**src/rtl/nibble_unswap_fifo.sv**
```systemverilog
// rtl/nibble_unswap_fifo.sv - restores nibble order of swapped bytes and buffers them in a FIFO
//
// Purpose: accepts half-swapped words over a valid/ready handshake, swaps the
// two WIDTH/2 halves back on write, and holds the restored words in a
// DEPTH-entry FIFO so a stalling consumer never loses data.
//
// Ports:
//   clk        rising-edge clock
//   rst_n      asynchronous active-low reset
//   in_valid   upstream word present on in_data
//   in_ready   block can accept a word this cycle (registered state only)
//   in_data    half-swapped input word
//   out_valid  restored word present on out_data
//   out_ready  downstream accepts out_data this cycle
//   out_data   restored word at the FIFO head
//   level      current occupancy, 0..DEPTH
//   byte_count total words accepted, wraps modulo 2^16

module nibble_unswap_fifo #(
   parameter int DEPTH = 4,
   parameter int WIDTH = 8
) (
   input  logic             clk,
   input  logic             rst_n,
   input  logic             in_valid,
   output logic             in_ready,
   input  logic [WIDTH-1:0] in_data,
   output logic             out_valid,
   input  logic             out_ready,
   output logic [WIDTH-1:0] out_data,
   output logic [$clog2(DEPTH):0] level,
   output logic [15:0]      byte_count
);

   localparam int AW = $clog2(DEPTH);
   localparam int LW = AW + 1;
   localparam int HW = WIDTH / 2;

   localparam logic [LW-1:0] LEVEL_FULL = LW'(DEPTH);
   localparam logic [LW-1:0] LEVEL_ONE  = LW'(1);
   localparam logic [AW-1:0] PTR_ONE    = AW'(1);

   logic [WIDTH-1:0] mem [DEPTH];
   logic [AW-1:0]    wr_ptr;
   logic [AW-1:0]    rd_ptr;
   logic             push;
   logic             pop;
   logic [WIDTH-1:0] restored;

   // Flags depend only on the registered level, so there is no combinational
   // path from in_valid/out_ready to in_ready/out_valid.
   assign in_ready  = (level != LEVEL_FULL);
   assign out_valid = (level != '0);
   assign out_data  = mem[rd_ptr];

   assign push     = in_valid && in_ready;
   assign pop      = out_valid && out_ready;
   assign restored = {in_data[HW-1:0], in_data[WIDTH-1:HW]};

   always_ff @(posedge clk or negedge rst_n) begin
      if (!rst_n) begin
         wr_ptr     <= '0;
         rd_ptr     <= '0;
         level      <= '0;
         byte_count <= '0;
         for (int i = 0; i < DEPTH; i++) begin
            mem[i] <= '0;
         end
      end else begin
         if (push) begin
            mem[wr_ptr] <= restored;
            wr_ptr      <= wr_ptr + PTR_ONE;
            byte_count  <= byte_count + 16'd1;
         end
         if (pop) begin
            rd_ptr <= rd_ptr + PTR_ONE;
         end
         case ({push, pop})
            2'b10:   level <= level + LEVEL_ONE;
            2'b01:   level <= level - LEVEL_ONE;
            default: level <= level;
         endcase
      end
   end

endmodule

```
**config.mk**
```make
export PLATFORM = sky130hd
export DESIGN_NAME = nibble_unswap_fifo
export DESIGN_NICKNAME = d
export VERILOG_FILES = /design/src/rtl/nibble_unswap_fifo.sv
export SDC_FILE = /design/constraint.sdc
export NUM_CORES = 1
export LEC_CHECK = 0
export CORE_MARGIN = 2
export CORE_UTILIZATION = 47
export DETAILED_ROUTE_END_ITERATION = 10
export GPL_TIMING_DRIVEN = 0
export PLACE_DENSITY = 0.75
export SKIP_LAST_GASP = 1
export SYNTH_ARGS = -nofsm -noshare
export SYNTH_HDL_FRONTEND = slang
export SYNTH_SLANG_ARGS = --single-unit
```
**constraint.sdc**
```tcl
create_clock -name clk -period 2.15 [get_ports clk]
set_input_delay 0.43 -clock clk [delete_from_list [all_inputs] [get_ports clk]]
set_output_delay 0.43 -clock clk [all_outputs]
set_load 0.03 [all_outputs]
```
Word-level counts from Yosys, hierarchy flattened:

Cells that the tools add are included.

* $add $sub $neg: 5
* order comparisons: 3
* equality and inequality tests: 3
* multiplexer cells: 7
* bitwise gates (word level): 2
* reduce and logical (&&, ||, !) cells: 5

Operators with widths (count)
* bitwise mux 32 bit: 1
* two-way mux 8 bit: 3
* adder 16 x 1 -> 16 bit, second input constant: 1
* binary-select mux 8 bit (select 2 bit): 1
* demux 8 bit (select 2 bit): 1
* greater-or-equal comparator 3 bit, second input constant: 2
* inverter 2 -> 3 bit: 2
* one-hot mux 3 bit (2 select lines): 1
* adder 2 x 1 -> 2 bit, second input constant: 2
* adder 3 x 1 -> 3 bit, second input constant: 1
* logical AND 1 bit: 3
* less-than comparator 3 x 1 -> 1 bit, second input constant: 1
* != test 3 bit, second input constant: 1
* nonzero test 3 bit: 1
* subtractor 3 x 1 -> 3 bit, second input constant: 1
* equality test 2 x 1 -> 1 bit, second input constant: 1
* equality test 2 bit, second input constant: 1
* nonzero test 2 bit: 1

* register bits: 55
* input port bits: 12
* output and inout bits: 29
* logic and storage cells: 33

Depth between registers and ports, before layout:

* word-level depth: 6
* mapped depth: 10
* gate-level depth less buffers: 9

Least setup slack after synthesis:

Ideal clock, no wire load.

* path kind: register to register
* start point: register level[2]
* end point: register level[2]
* library setup time: 0.080 ns
* arrival time: 2.283 ns
* data required time: 2.070 ns
* path slack: -0.213 ns
* stages on the path, launching flop included: 11
* buffers on the path: 1
* clock period less this slack: 2.363 ns
* cell sequence: dfrtp_1 nor3b_2 nor2_2 buf_2 inv_1 ha_1 inv_1 fa_1 xor2_1 nor2_1 xor2_1

* word-level cells in the longest chain between the ends: 4
* elaborated cells on any way between the ends: 10
* those cells by class: add/sub (2); eq/ne (3); mux (1); reduce/logical (4)

Ends and longest elaborated chain
* start: declaration: line 31 `output logic [$clog2(DEPTH):0] level,`
* start signal: assignment: line 79 `2'b10: level <= level + LEVEL_ONE;`
* start signal: assignment: line 80 `2'b01: level <= level - LEVEL_ONE;`
* start signal: assignment: line 81 `default: level <= level;`
* != test 3 bit or nonzero test 3 bit (tied branches): line 52, 53
* logical AND 1 bit (on tied branches): line 56, 57
* equality test 2 x 1 -> 1 bit or equality test 2 bit (tied branches): line 78 `case ({push, pop})`
* one-hot mux 3 bit (2 select lines) or nonzero test 2 bit (tied branches)

Several ways; a longest one is shown, not always the timed one.
A chain may end at the register's enable or synchronous reset.

Final worst setup path:

* start point: register rd_ptr[0]
* end point: output out_data[3]

* word-level cells in the longest chain between the ends: 4

Ends and longest elaborated chain
* start: declaration: line 45 `logic [AW-1:0] rd_ptr;`
* start signal: assignment: line 76 `rd_ptr <= rd_ptr + PTR_ONE;`
* inverter 2 -> 3 bit (not written as such): line 54 `assign out_data = mem[rd_ptr];`
* binary-select mux 8 bit (select 2 bit): line 54
* two-way mux 8 bit (not written as such) (2 in series): line 54
* end: declaration: line 30 `output logic [WIDTH-1:0] out_data,`

No other way between the ends. The select of a mux whose other input is x is not followed.

==> impl_results.md <==
- Vias per cell: 5.16
- Worst-Margin Slew: roughly 0.46 ns
- Leading cell types in the layout, fill and taps excluded: dfrtp_1, mux2_2, clkdlybuf4s50_1
- Setup crit start kind: flip-flop
- Ys Warns: 0
- Peak supply drop: 0.836 mV
- CTS tree: done
- Placed Instances: 285
- Crit Path Category: flip-flop to output port
- Via count of the routed design: 1511
- Int Power: 0.00288 W
- CTS Sinks: 55
- RSZ-0062 raised after global routing: true
- Crit path DAT: 1.64 ns
- P_leak: 1.34 nW
- First-pass GRT wire length: 7870 um
- Max Buffers Root-to-Sink: 2
- CP delay by family, top: multiplexers
- Root Buffer Master: clkbuf_8
- Register area share after synthesis: 55.3%
- Register bit total from synthesis: between 50 and 60
- Final hold viol count: 0
- CP max stage cell: mux4_2
- Worst hold slack: 0.0414 ns
- Unique masters post-synth: 28
- Fill cells: 429
- Slew Limit Fails: 0
- Die width: 76.8 um
- Num rows: 26
- Placer Congestion: 0.739
- Starting Density: between 40 and 50%
- P per Cell Area: 1490 nW/um^2
- H-tree depth: 2
- Tcrit/Tclk final: 96.1%
- Synth Net Count: 193
- Clk_skew: 0.00223 ns
- Pre-antenna DRT Iters: 4
- Critical Path End Type: output port
- WP buf/inv: 2
- Power share of the sequential group: about two fifths
- Setup violators final: 0
- DRC viols: 0
- ANT nets after route: 0
- Max Freq: 484 MHz
- Clock Latency Late Sink: 0.30 ns
- Drt first-iter violations: 60
- Clk pwr share: 12.3%
- CP max stage delay: about 0.51 ns
- Max_cap viols: 0
- CP Cell Sequence: buf_8, mux4_2, clkdlybuf4s15_2
- Syn-to-layout area delta: 25.4%
- # port buffers: 40
- Inserted Diodes: 0
- Largest net degree at the start of global routing: 40
- Logic pwr share: 48.9%
- Finished Layout Cells: 293
- DIE AREA: 5900 um^2
- Inserted Clock Buffers: 5
- Total GRT Usage: 16.8%
- WL per Instance: 15.4 um
- Syn_area_per_cell: 14.3 um^2
- Fin crit period: 2.07 ns
- Total gr overflow: 0
- Commonest non-fill, non-tap cell in the layout: dfrtp_1
- Initial antenna violation count: 0
- Final wirelength: 4520 um
- Die Height: 76.8 um
- Share of layout cells above drive strength 1: about 34%
- Core area: just over 5000 um^2
- Vias in the first global route: 1619
- IO Pins: 41
- Hpwl dp: just over 3000 um
- Switching pwr: 0.00178 W
- Crit Path Max Fanout: 10
- Required @ worst endpoint: between 1.5 and 2 ns
- Final nets: 242
- Switching Share: 38.2%
- Cells after Synth: 174
- Rel. slew slack: 69.5%
- Mapped Area: roughly 2500 um^2
- Worst min path class: primary input to async pin
- Status: completed
- Reg clk slew, reported paths: ~0.090 ns
Yosys cell counts (all sizes together):
library cell	count	area share (%)
nor3	1	0.20
and2	1	0.25
buf	3	0.55
mux4	8	7.2
xor2	6	2.1
ha	6	3.0
and4	2	0.70
nand2	16	2.9
dfrtp	55	55
nor3b	1	0.50
nor4b	1	0.95
nor2	5	0.85
fa	1	0.80
o21ai	1	0.20
or3	1	0.25
mux2	32	14
xnor2	15	5.3
inv	9	1.4
mux2i	1	0.40
or3b	1	0.35
and3	2	0.55
nand4	6	1.8
cell type report:
cell class              count  area (um^2)  area share, %
clock inverters             1         5.00          0.160
multi-input cells         107         1090           34.9
well taps                  70         87.6           2.80
flip-flops and latches     55         1380           44.2
inverters                   9         36.3           1.16
repair buffers             44          427           13.7
clock buffers               6         82.6           2.64
plain buffers               1         15.0          0.481
cells by family (layout without fill, tap and decap cells):
group	Yosys count	in the layout	synth area share (%)
AO/OA/AOI/OAI	1	1	0.201
XOR/XNOR	21	21	7.39
flip-flops	55	55	55.3
multiplexers	41	41	22.1
adder cells (fa/ha/maj)	7	7	3.82
AND/OR/NAND/NOR	37	37	9.30
buffers and inverters	12	61	1.91
worst paths after layout:
| kind | startpoint | to | slack [ns] | cells after the start |
|---|---|---|---|---|
| max in group asynchronous | rst_n | level[2] | 1.57 | 2 |
| worst min register to register | byte_count[15] | byte_count[15] | 0.48 | 1 |
| min in group clk | byte_count[15] | byte_count[15] | 0.48 | 1 |
| worst max register to register | level[0] | level[2] | 0.16 | 9 |
| worst max-delay path | rd_ptr[0] | out_data[3] | 0.08 | 3 |
| worst min-delay path | rst_n | mem[16] | 0.04 | 1 |
state kept, by name (all words and copies together), names as in the netlist:
signal	flops
byte_count	16
rd_ptr	2
wr_ptr	2
level	3
mem	32
stage by stage:
step	setup TNS (ns)	worst slack (ns)	utilization [%]	power, W	cell area [um^2]
5_1_grt	-0.0116	-0.0116	61.1	0.00495	3120
3_3_place_gp	-58.03	-1.23	59.0	0.00410	3010
6_report	0	0.0833	61.1	0.00465	3120
2_1_floorplan	0	0.00792	-	0.00339	2530
3_5_place_dp	-1.00	-0.258	59.3	0.00419	3030
4_1_cts	-0.0391	-0.0391	61.4	0.00472	3140
routing by layer:
layer | up-vias | part of all wire, % | GRT usage, %
li1 | 699 | - | -
met1 | 763 | 46 | 21.6
met2 | 45 | 49 | 29.0
met3 | 4 | 5.2 | 4.00
met4 | 0 | 0.51 | 3.82
met5 | - | 0 | 0
power by group through the flow:
| stage | clock network, W | registers, W | logic, W |
|---|---|---|---|
| after floorplan | 0 | 0.00188 | 0.00150 |
| after global placement | 0 | 0.00177 | 0.00233 |
| after detailed placement | 0 | 0.00179 | 0.00239 |
| after CTS | 0.000592 | 0.00181 | 0.00232 |
| after global routing | 0.000633 | 0.00187 | 0.00245 |
| final | 0.000574 | 0.00181 | 0.00227 |
what timing repair did:
action                     in CTS  in global routing
resized for setup              24                  6
pin swaps                       1                  2
setup buffers                   2                  1
setup endpoints to repair      11                  6
hold buffers                    0                  0
Power figures use the tool's default switching activity.
